File: config.mk
export PLATFORM = sky130hd
export DESIGN_NAME = addsub_op_sequencer_flat
export DESIGN_NICKNAME = d
export VERILOG_FILES = /design/src/rtl/addsub_op_sequencer_if.sv /design/src/rtl/addsub_op_sequencer.sv /design/src/flat_wrapper.sv
export SDC_FILE = /design/constraint.sdc
export NUM_CORES = 1
export LEC_CHECK = 0
export CAP_MARGIN = 40
export CORE_ASPECT_RATIO = 1.25
export CORE_MARGIN = 1
export CORE_UTILIZATION = 46
export DETAILED_ROUTE_END_ITERATION = 6
export PLACE_DENSITY = 0.78
export SLEW_MARGIN = 20
export SYNTH_ARGS = -nofsm -noshare
export SYNTH_HDL_FRONTEND = slang
export SYNTH_SLANG_ARGS = --single-unit
File: constraint.sdc
create_clock -name clk -period 1.87 [get_ports clk]
set_input_delay 0.374 -clock clk [delete_from_list [all_inputs] [get_ports clk]]
set_output_delay 0.374 -clock clk [all_outputs]
set_load 0.02 [all_outputs]
File: src/rtl/addsub_op_sequencer_if.sv
// Operand/result bundle between a host, the add/sub stage and the sequencer.
// The master side owns operand entry plus the adder's sum/carry.
interface addsub_op_sequencer_if;
    logic [3:0] din;
    logic       load_a;
    logic       load_b;
    logic       op_sub;
    logic       start;
    logic [3:0] a_out;
    logic [3:0] b_out;
    logic       cin_out;
    logic [3:0] s_in;
    logic       cout_in;
    logic [3:0] result;
    logic       flag_c;
    logic       flag_z;
    logic       flag_n;
    logic       flag_v;
    logic       busy;
    logic       done;

    modport master (
        output din, load_a, load_b, op_sub, start, s_in, cout_in,
        input  a_out, b_out, cin_out, result, flag_c, flag_z, flag_n, flag_v, busy, done
    );

    modport slave (
        input  din, load_a, load_b, op_sub, start, s_in, cout_in,
        output a_out, b_out, cin_out, result, flag_c, flag_z, flag_n, flag_v, busy, done
    );
endinterface

File: src/rtl/addsub_op_sequencer.sv
// Operand/result sequencer for a 4-bit add/sub stage; ADDSUB_ACC_EN writes the sum back into A.
// Done pulses SETTLE_CYCLES+1 cycles after start; no backpressure, strobes are ignored outside IDLE.
module addsub_op_sequencer #(
    parameter int SETTLE_CYCLES = 2,
    parameter bit EDGE_DET      = 1'b1
) (
    input  logic                 clk,
    input  logic                 rst_n,
    addsub_op_sequencer_if.slave bus
);
    typedef enum logic [1:0] {IDLE, EXEC, DONE} state_t;

    localparam logic [3:0] CNT_INIT = 4'(SETTLE_CYCLES - 1);

    state_t     state;
    logic [3:0] a_q;
    logic [3:0] b_q;
    logic       cin_q;
    logic [3:0] cnt;
    logic [3:0] result_q;
    logic       flag_c_q;
    logic       flag_z_q;
    logic       flag_n_q;
    logic       flag_v_q;
    logic       busy_q;
    logic       done_q;
    logic       load_a_q;
    logic       load_b_q;
    logic       start_q;

    logic ev_a;
    logic ev_b;
    logic ev_start;
    logic v_nxt;

    assign ev_a     = EDGE_DET ? (bus.load_a & ~load_a_q) : bus.load_a;
    assign ev_b     = EDGE_DET ? (bus.load_b & ~load_b_q) : bus.load_b;
    assign ev_start = EDGE_DET ? (bus.start  & ~start_q)  : bus.start;

    // Subtract flips B's sign, so overflow needs operands of differing sign.
    assign v_nxt = (cin_q ? (a_q[3] != b_q[3]) : (a_q[3] == b_q[3])) & (bus.s_in[3] != a_q[3]);

    always_ff @(posedge clk or negedge rst_n) begin
        if (!rst_n) begin
            state    <= IDLE;
            a_q      <= 4'd0;
            b_q      <= 4'd0;
            cin_q    <= 1'b0;
            cnt      <= 4'd0;
            result_q <= 4'd0;
            flag_c_q <= 1'b0;
            flag_z_q <= 1'b0;
            flag_n_q <= 1'b0;
            flag_v_q <= 1'b0;
            busy_q   <= 1'b0;
            done_q   <= 1'b0;
            load_a_q <= 1'b0;
            load_b_q <= 1'b0;
            start_q  <= 1'b0;
        end else begin
            load_a_q <= bus.load_a;
            load_b_q <= bus.load_b;
            start_q  <= bus.start;
            done_q   <= 1'b0;
            case (state)
                IDLE: begin
                    if (ev_a) a_q <= bus.din;
                    if (ev_b) b_q <= bus.din;
                    if (ev_start) begin
                        cin_q  <= bus.op_sub;
                        cnt    <= CNT_INIT;
                        busy_q <= 1'b1;
                        state  <= EXEC;
                    end
                end
                EXEC: begin
                    if (cnt == 4'd0) begin
                        result_q <= bus.s_in;
                        flag_c_q <= bus.cout_in;
                        flag_z_q <= (bus.s_in == 4'd0);
                        flag_n_q <= bus.s_in[3];
                        flag_v_q <= v_nxt;
`ifdef ADDSUB_ACC_EN
                        a_q      <= bus.s_in;
`endif
                        busy_q   <= 1'b0;
                        done_q   <= 1'b1;
                        state    <= DONE;
                    end else begin
                        cnt <= cnt - 4'd1;
                    end
                end
                DONE:    state <= IDLE;
                default: state <= IDLE;
            endcase
        end
    end

    assign bus.a_out   = a_q;
    assign bus.b_out   = b_q;
    assign bus.cin_out = cin_q;
    assign bus.result  = result_q;
    assign bus.flag_c  = flag_c_q;
    assign bus.flag_z  = flag_z_q;
    assign bus.flag_n  = flag_n_q;
    assign bus.flag_v  = flag_v_q;
    assign bus.busy    = busy_q;
    assign bus.done    = done_q;
endmodule

File: src/flat_wrapper.sv
// flat-port wrapper written by rule: the top's interface ports become plain ports
module addsub_op_sequencer_flat 
#(
    parameter int SETTLE_CYCLES = 2,
    parameter bit EDGE_DET      = 1'b1
)
  (clk, rst_n, bus_din, bus_load_a, bus_load_b, bus_op_sub, bus_start, bus_s_in, bus_cout_in, bus_a_out, bus_b_out, bus_cin_out, bus_result, bus_flag_c, bus_flag_z, bus_flag_n, bus_flag_v, bus_busy, bus_done);
  addsub_op_sequencer_if bus_i ();
  input  logic clk;
  input  logic rst_n;
  input wire logic [$bits(bus_i.din)-1:0] bus_din;
  input wire logic [$bits(bus_i.load_a)-1:0] bus_load_a;
  input wire logic [$bits(bus_i.load_b)-1:0] bus_load_b;
  input wire logic [$bits(bus_i.op_sub)-1:0] bus_op_sub;
  input wire logic [$bits(bus_i.start)-1:0] bus_start;
  input wire logic [$bits(bus_i.s_in)-1:0] bus_s_in;
  input wire logic [$bits(bus_i.cout_in)-1:0] bus_cout_in;
  output wire logic [$bits(bus_i.a_out)-1:0] bus_a_out;
  output wire logic [$bits(bus_i.b_out)-1:0] bus_b_out;
  output wire logic [$bits(bus_i.cin_out)-1:0] bus_cin_out;
  output wire logic [$bits(bus_i.result)-1:0] bus_result;
  output wire logic [$bits(bus_i.flag_c)-1:0] bus_flag_c;
  output wire logic [$bits(bus_i.flag_z)-1:0] bus_flag_z;
  output wire logic [$bits(bus_i.flag_n)-1:0] bus_flag_n;
  output wire logic [$bits(bus_i.flag_v)-1:0] bus_flag_v;
  output wire logic [$bits(bus_i.busy)-1:0] bus_busy;
  output wire logic [$bits(bus_i.done)-1:0] bus_done;
  assign bus_i.din = bus_din;
  assign bus_i.load_a = bus_load_a;
  assign bus_i.load_b = bus_load_b;
  assign bus_i.op_sub = bus_op_sub;
  assign bus_i.start = bus_start;
  assign bus_i.s_in = bus_s_in;
  assign bus_i.cout_in = bus_cout_in;
  assign bus_a_out = bus_i.a_out;
  assign bus_b_out = bus_i.b_out;
  assign bus_cin_out = bus_i.cin_out;
  assign bus_result = bus_i.result;
  assign bus_flag_c = bus_i.flag_c;
  assign bus_flag_z = bus_i.flag_z;
  assign bus_flag_n = bus_i.flag_n;
  assign bus_flag_v = bus_i.flag_v;
  assign bus_busy = bus_i.busy;
  assign bus_done = bus_i.done;
  addsub_op_sequencer #(.SETTLE_CYCLES(SETTLE_CYCLES), .EDGE_DET(EDGE_DET)) u_core (.clk(clk), .rst_n(rst_n), .bus(bus_i));
endmodule
==> flow_summary.rst, run 1 <==
.. list-table::
   :header-rows: 1

   * - Metric
     - Value
   * - Top library cells by usage in the layout, fill and taps aside
     - sky130_fd_sc_hd__clkdlybuf4s50_1 (33), sky130_fd_sc_hd__dfrtp_1 (27), sky130_fd_sc_hd__mux2_2 (14)
   * - Routed wire length per instance
     - around 14 um
   * - Clock transition at the registers of the reported paths
     - 0.13 ns
   * - Worst IR Drop VDD
     - 0.987 mV
   * - Gr ovfl total
     - 0
   * - Fraction of final layout cells with drive strength greater than 1
     - 0.231
   * - Number of antenna diodes
     - 0
   * - Maximum single-stage delay on the critical path
     - approximately 0.63 ns
   * - RSZ-0062 raised after global routing
     - no
   * - Core outline area
     - 2430 sq um
   * - Cell area after layout
     - between 1500 and 2000 sq um
   * - Number of setup buffers added after CTS
     - 0
   * - Count of nets after finishing
     - 135
   * - Count of nets left with antenna violations after detail routing
     - 0
   * - Number of gates given a new drive strength after cts
     - 0
   * - Global-route wire length before repair
     - around 3500 um
   * - Die Height
     - 58.3 um
   * - Arrival time worst endpoint
     - 1.38 ns
   * - DRT Wirelength
     - between 2000 and 2500 um
   * - Chip Width
     - between 40 and 50 um
   * - Insertion delay of the later-clocked pin in the worst-skew pair
     - 0.32 ns
   * - Buffer cell driving the clock tree root
     - sky130_fd_sc_hd__clkbuf_4
   * - Min Clock Period, post-route
     - approximately 1.8 ns
   * - Clock Skew
     - 0.00131 ns
   * - Clock H-tree levels
     - 1
   * - Residual DRC
     - 0
   * - Endpoint type of the worst setup path
     - primary output
   * - Warnings, synthesis
     - 0
   * - Crit path required time
     - around 1.5 ns
   * - Mapped Area
     - 1170 sq um
   * - CP top delay family
     - buffers and inverters
   * - Max Buffers Root-to-Sink
     - 2
   * - CP Max Fanout
     - 3
   * - Layout filler cell count
     - 197
   * - TNS Setup
     - 0 ns
   * - Register bit total from synthesis
     - 27
   * - Power Total
     - 0.00264 W
   * - Via Count
     - 760
   * - CP Buf/Inv Count
     - 1
   * - Cell-by-cell trace of the critical path
     - clkdlybuf4s50_1
   * - Outcome
     - finished clean
   * - Via count of the first global-routing pass
     - approximately 800
   * - Antenna violations before repair
     - 0
   * - Min-Delay Path Class
     - in -> async
   * - DRC marker count from the first detailed-route iteration
     - 11
   * - Synthesized instance count
     - 80
   * - First-pass DRT Iterations
     - 3
   * - Kind of critical path
     - reg -> out
   * - Die Area
     - 2740 sq um
   * - Worst rel slew slack
     - 0.736
   * - Post-Place Cell Area
     - 1540 sq um
   * - Via density
     - 5.07
   * - Count of unique library cells instantiated by Yosys
     - 28
   * - Most common library cell in the layout ignoring fill and taps
     - sky130_fd_sc_hd__clkdlybuf4s50_1
   * - Number of buffers added to fix hold violations after cts
     - 0
   * - Fin. max-slew vios
     - 0
   * - Pin count of the biggest net entering global routing
     - 28
   * - Post-Synthesis Net Count
     - 97
   * - Final weighted congestion in routability-driven placement
     - 0.650
   * - Hold violation count in the final report
     - 0
   * - Number of clock buffers inserted by TritonCTS
     - 3
   * - Power density relative to cell area
     - 1690 nW/um^2
   * - Achievable clock frequency
     - 0.570 GHz
   * - Dpl hpwl
     - 1610 um
   * - Worst Max-Slew Pin Slew
     - 0.394 ns
   * - Synth-to-layout area growth
     - 34.1%
   * - Combined global-route utilization of all metal layers
     - 0.185
   * - Initial Utilization
     - 0.480
   * - Site Rows
     - 20
   * - Number of setup violations in the final report
     - 0
   * - Fraction of the cycle the final worst path needs
     - 0.938
   * - Critical path launch point type
     - flip-flop
   * - Static leakage power
     - 0.680 nW
   * - Clock tree from TritonCTS
     - yes
   * - Slowest stage cell on the critical path
     - sky130_fd_sc_hd__clkdlybuf4s50_1
   * - Sink Count
     - 27
   * - Fraction of the yosys area taken by sequential cells
     - 0.579
   * - # port buffers
     - 33
   * - Max Cap Violations
     - 0
   * - Post-Syn Area per Cell
     - about 15 sq um
   * - I/O pins
     - 34
-- registers in the layout, summed over array words and instances, names as in the netlist, 2 cells and up --
name / cells
u_core.bus.a_out: 4
u_core.bus.b_out: 4
u_core.bus.result: 3
u_core.cnt: 4
u_core.state: 2
-- per-layer routing --
| layer | up-vias | part of all wire | track usage |
|---|---|---|---|
| met4 | 0 | 0.020 | 0.0980 |
| met1 | 379 | 0.40 | 0.223 |
| li1 | 355 | - | - |
| met2 | 22 | 0.53 | 0.302 |
| met5 | - | 0 | 0 |
| met3 | 4 | 0.045 | 0.0368 |
-- power by group --
group | internal, W | switching (W) | total (W)
clock network | 0.0000836 | 0.000165 | 0.000248
logic | 0.000719 | 0.000634 | 0.00135
registers | 0.000832 | 0.000207 | 0.00104
total | 0.00164 | 0.00101 | 0.00264
-- cells in the mapped netlist --
library cell / count / area [sq um]
sky130_fd_sc_hd__dfrtp_1: 27 / 676
sky130_fd_sc_hd__mux2_2: 14 / 158
sky130_fd_sc_hd__inv_1: 4 / 15.0
sky130_fd_sc_hd__o21ai_0: 4 / 20.0
sky130_fd_sc_hd__nor2_1: 3 / 11.3
sky130_fd_sc_hd__nor4b_4: 3 / 71.3
sky130_fd_sc_hd__ha_1: 2 / 25.0
sky130_fd_sc_hd__nor2b_1: 2 / 12.5
sky130_fd_sc_hd__nor3_1: 2 / 10.0
sky130_fd_sc_hd__a211o_1: 1 / 8.76
sky130_fd_sc_hd__a21oi_1: 1 / 5.00
sky130_fd_sc_hd__a21oi_2: 1 / 8.76
sky130_fd_sc_hd__a22o_2: 1 / 10.0
sky130_fd_sc_hd__buf_4: 1 / 7.51
sky130_fd_sc_hd__inv_2: 1 / 3.75
sky130_fd_sc_hd__mux2i_1: 1 / 10.0
sky130_fd_sc_hd__nand2_4: 1 / 11.3
sky130_fd_sc_hd__nand2b_1: 1 / 6.26
sky130_fd_sc_hd__nor2b_4: 1 / 13.8
sky130_fd_sc_hd__nor3b_1: 1 / 7.51
sky130_fd_sc_hd__nor3b_4: 1 / 18.8
sky130_fd_sc_hd__nor4b_1: 1 / 8.76
sky130_fd_sc_hd__o31ai_1: 1 / 7.51
sky130_fd_sc_hd__or3_1: 1 / 6.26
sky130_fd_sc_hd__or3b_1: 1 / 8.76
sky130_fd_sc_hd__or4_1: 1 / 7.51
sky130_fd_sc_hd__xnor2_1: 1 / 8.76
sky130_fd_sc_hd__xor2_1: 1 / 8.76
-- kinds of logic (layout without fill, tap and decap cells) --
group	Yosys count	after routing	synth area share
AO/OA/AOI/OAI	9	9	0.0515
XOR/XNOR	2	2	0.0150
adder cells (fa/ha/maj)	2	2	0.0215
buffers and inverters	6	43	0.0225
flip-flops	27	27	0.579
multiplexers	15	15	0.144
AND/OR/NAND/NOR	19	19	0.166
-- path summary, 6_finish.rpt --
path	start	endpoint	slack (ns)	cells after the start
min in group clk	bus_load_a	u_core.load_a_q$_DFF_PN0_	0.51	1
max	u_core.bus.b_out[3]$_DFFE_PN0P_	bus_b_out[3]	0.12	1
min	rst_n	u_core.bus.flag_n$_DFFE_PN0P_	0.39	2
max in group asynchronous	rst_n	u_core.bus.result[1]$_DFFE_PN0P_	1.23	2
min reg2reg	u_core.bus.a_out[2]$_DFFE_PN0P_	u_core.bus.a_out[2]$_DFFE_PN0P_	0.52	1
max reg2reg	u_core.cnt[0]$_DFFE_PN0P_	u_core.bus.flag_c$_DFFE_PN0P_	0.21	6
-- area by class of cell --
| cell class | count | area [sq um] | area share |
|---|---|---|---|
| Clock buffer | 4 | 26.3 | 0.0168 |
| Inverter | 5 | 18.8 | 0.0120 |
| Multi-Input combinational cell | 47 | 464 | 0.297 |
| Sequential cell | 27 | 676 | 0.432 |
| Tap cell | 33 | 41.3 | 0.0264 |
| Timing Repair Buffer | 34 | 338 | 0.216 |
-- metrics by stage --
stage	instances	worst slack (ns)	hold slack [ns]	util
3_5_place_dp	146	0.133	0.495	0.634
2_1_floorplan	80	0.370	0.0784	-
5_1_grt	150	0.0745	0.418	0.644
3_3_place_gp	146	0.145	0.480	0.634
6_report	150	0.116	0.394	0.644
4_1_cts	150	0.107	0.396	0.644
No activity file was read; power rests on OpenSTA's default activity.
==> inputs of run 2 (changes only) <==
--- a/config.mk
+++ b/config.mk
@@ -11,6 +11,7 @@
 export CORE_UTILIZATION = 46
 export DETAILED_ROUTE_END_ITERATION = 6
 export PLACE_DENSITY = 0.78
+export SETUP_SLACK_MARGIN = 0.5
 export SLEW_MARGIN = 20
 export SYNTH_ARGS = -nofsm -noshare
 export SYNTH_HDL_FRONTEND = slang
==> constraint.sdc (replaced) <==
create_clock -name clk -period 1.87 [get_ports clk]
set_input_delay 0.374 -clock clk [delete_from_list [all_inputs] [get_ports clk]]
set_output_delay 0.374 -clock clk [all_outputs]
set_load 0.1 [all_outputs]
==> flow_summary.rst, run 2 (same netlist as run 1, synthesis figures left out) <==
.. list-table::
   :header-rows: 1

   * - Metric
     - Value
   * - TNS Setup
     - 0 ns (unchanged)
   * - Final weighted congestion in routability-driven placement
     - 0.740 (+14%)
   * - Dpl hpwl
     - 1690 um (+4.8%)
   * - Count of nets after finishing
     - 147 (+8.9%)
   * - Synth-to-layout area growth
     - 61.3%
   * - Die Area
     - 2740 sq um (unchanged)
   * - Chip Width
     - 47.0 um (unchanged)
   * - Clock tree from TritonCTS
     - yes
   * - Most common library cell in the layout ignoring fill and taps
     - sky130_fd_sc_hd__dfrtp_1
   * - Achievable clock frequency
     - 0.688 GHz (+21%)
   * - Maximum single-stage delay on the critical path
     - 0.41 ns (-0.22 ns)
   * - Global-route wire length before repair
     - 3790 um (+7.9%)
   * - Min Clock Period, post-route
     - 1.45 ns (-0.300 ns)
   * - Routed wire length per instance
     - 15.9 um (+13%)
   * - Number of buffers added to fix hold violations after cts
     - 0 (unchanged)
   * - Via count of the first global-routing pass
     - 846 (+6.8%)
   * - Core outline area
     - 2430 sq um (unchanged)
   * - CP Buf/Inv Count
     - 2 (+1)
   * - Sequential Area
     - 683 sq um (+1.1%)
   * - DRT Wirelength
     - 2570 um (+22%)
   * - Max Buffers Root-to-Sink
     - 2 (unchanged)
   * - Number of clock buffers inserted by TritonCTS
     - 3 (unchanged)
   * - Die Height
     - 58.3 um (unchanged)
   * - Multi-input gate area
     - 544 sq um (+17%)
   * - Top library cells by usage in the layout, fill and taps aside
     - sky130_fd_sc_hd__dfrtp_1 (21), sky130_fd_sc_hd__clkdlybuf4s50_1 (14), sky130_fd_sc_hd__buf_12 (11)
   * - Pin count of the biggest net entering global routing
     - 28 (unchanged)
   * - Critical path launch point type
     - flip-flop
   * - Slowest stage cell on the critical path
     - sky130_fd_sc_hd__dfrtp_1
   * - RSZ-0062 raised after global routing
     - yes
   * - Insertion delay of the later-clocked pin in the worst-skew pair
     - 0.33 ns (about the same)
   * - Clock transition at the registers of the reported paths
     - 0.15 ns (+0.02 ns)
   * - CP Max Fanout
     - 6 (+3)
   * - CP top delay family
     - flip-flops
   * - Hold violation count in the final report
     - 0 (unchanged)
   * - Arrival time worst endpoint
     - 1.69 ns (+0.31 ns)
   * - Layout filler cell count
     - 144 (-27%)
   * - Number of antenna diodes
     - 0 (unchanged)
   * - # port buffers
     - 33 (unchanged)
   * - I/O pins
     - 34 (unchanged)
   * - Fraction of final layout cells with drive strength greater than 1
     - 0.574 (+0.343)
   * - Fraction of the cycle the final worst path needs
     - 0.778 (-0.160)
   * - Sink Count
     - 27 (unchanged)
   * - DRC marker count from the first detailed-route iteration
     - 1 (-10)
   * - Crit path required time
     - 2.11 ns (+0.61 ns)
   * - Cell-by-cell trace of the critical path
     - inv_2 > ha_4 > nor3b_4 > nand2_4 > inv_4 > mux2_4
   * - Residual DRC
     - 0 (unchanged)
   * - Kind of critical path
     - reg -> reg
   * - Endpoint type of the worst setup path
     - flip-flop
   * - Antenna violations before repair
     - 0 (unchanged)
   * - Via density
     - 5.07 (about the same)
   * - Gr ovfl total
     - 0 (unchanged)
   * - Max Cap Violations
     - 0 (unchanged)
   * - Clock Skew
     - 0.0104 ns (+0.00906 ns)
   * - Count of nets left with antenna violations after detail routing
     - 0 (unchanged)
   * - Min-Delay Path Class
     - in -> async
   * - Buffer cell driving the clock tree root
     - sky130_fd_sc_hd__clkbuf_4
   * - Via Count
     - 821 (+8.0%)
   * - Number of setup violations in the final report
     - 0 (unchanged)
   * - Initial Utilization
     - 0.480 (unchanged)
   * - Clock H-tree levels
     - 1 (unchanged)
   * - Outcome
     - finished clean
   * - Site Rows
     - 20 (unchanged)
   * - Combined global-route utilization of all metal layers
     - 0.195 (+0.0106)
   * - Worst rel slew slack
     - 0.767 (+0.0305)
   * - Fin. max-slew vios
     - 0 (unchanged)
   * - Worst Max-Slew Pin Slew
     - 0.350 ns (-0.0441 ns)
   * - First-pass DRT Iterations
     - 2 (-1)
## run 2: cell count changes in the layout (fill, tap and decap cells not counted), sizes merged
cell,change
clkdlybuf4s50,-19
clkinv,+1
buf,+31
clkbuf,-1
## run 2: area by class of cell
type / instances / share of cell area
flip-flops and latches: 27 / 0.363
well taps: 33 / 0.0220
repair buffers: 46 / 0.299
multi-input cells: 47 / 0.289
clock buffers: 3 / 0.0120
clock inverters: 1 / 0.00266
inverters: 5 / 0.0113
## run 2: repair_timing
item / 4_1_cts / 5_1_grt
setup buffers: 6 / 5
setup endpoints to repair: 26 / 31
resized for setup: 14 / 21
pin swaps: 8 / 5
cloned: 0 / 0
## run 2: final timing paths
check	from	end	slack [ns]	cells past startpoint
setup / recovery	u_core.cnt[1]$_DFFE_PN0P_	u_core.bus.flag_c$_DFFE_PN0P_	0.42	6
hold / removal	rst_n	u_core.bus.busy$_DFFE_PN0P_	0.40	2
max in group asynchronous	rst_n	u_core.bus.b_out[3]$_DFFE_PN0P_	1.19	2
min in group clk	bus_load_a	u_core.load_a_q$_DFF_PN0_	0.52	1
hold reg to reg	u_core.bus.a_out[2]$_DFFE_PN0P_	u_core.bus.a_out[2]$_DFFE_PN0P_	0.56	1
setup reg to reg	u_core.cnt[1]$_DFFE_PN0P_	u_core.bus.flag_c$_DFFE_PN0P_	0.42	6
## run 2: worst reg2reg max path, stage by stage, from the launching register on
cell and delay (ns):
sky130_fd_sc_hd__dfrtp_1 0.41, sky130_fd_sc_hd__inv_2 0.08, sky130_fd_sc_hd__ha_4 0.13, sky130_fd_sc_hd__nor3b_4 0.25, sky130_fd_sc_hd__nand2_4 0.12, sky130_fd_sc_hd__inv_4 0.08, sky130_fd_sc_hd__mux2_4 0.29
## run 2: layer usage
layer	wire (um)	global-route usage	share of wire
met5	0	0	0
met3	122	0.0460	0.047
met4	27	0.0612	0.011
met1	1000	0.242	0.39
met2	1420	0.329	0.55
## run 2: through the flow
step / area [sq um] / util / hold WS [ns] / setup WS (ns) / instances
global route: 1880 / 0.775 / 0.430 / 0.335 / 162
detailed placement: 1660 / 0.682 / 0.498 / 0.162 / 147
floorplan: 1190 / - / 0.0784 / 0.434 / 80
finish: 1880 / 0.775 / 0.396 / 0.416 / 162
global placement: 1660 / 0.682 / 0.493 / 0.178 / 147
CTS: 1770 / 0.729 / 0.397 / 0.416 / 157
Power of run 2 is not shown: default switching activity piles up to over one toggle a cycle in this logic, so the estimate is an artifact.
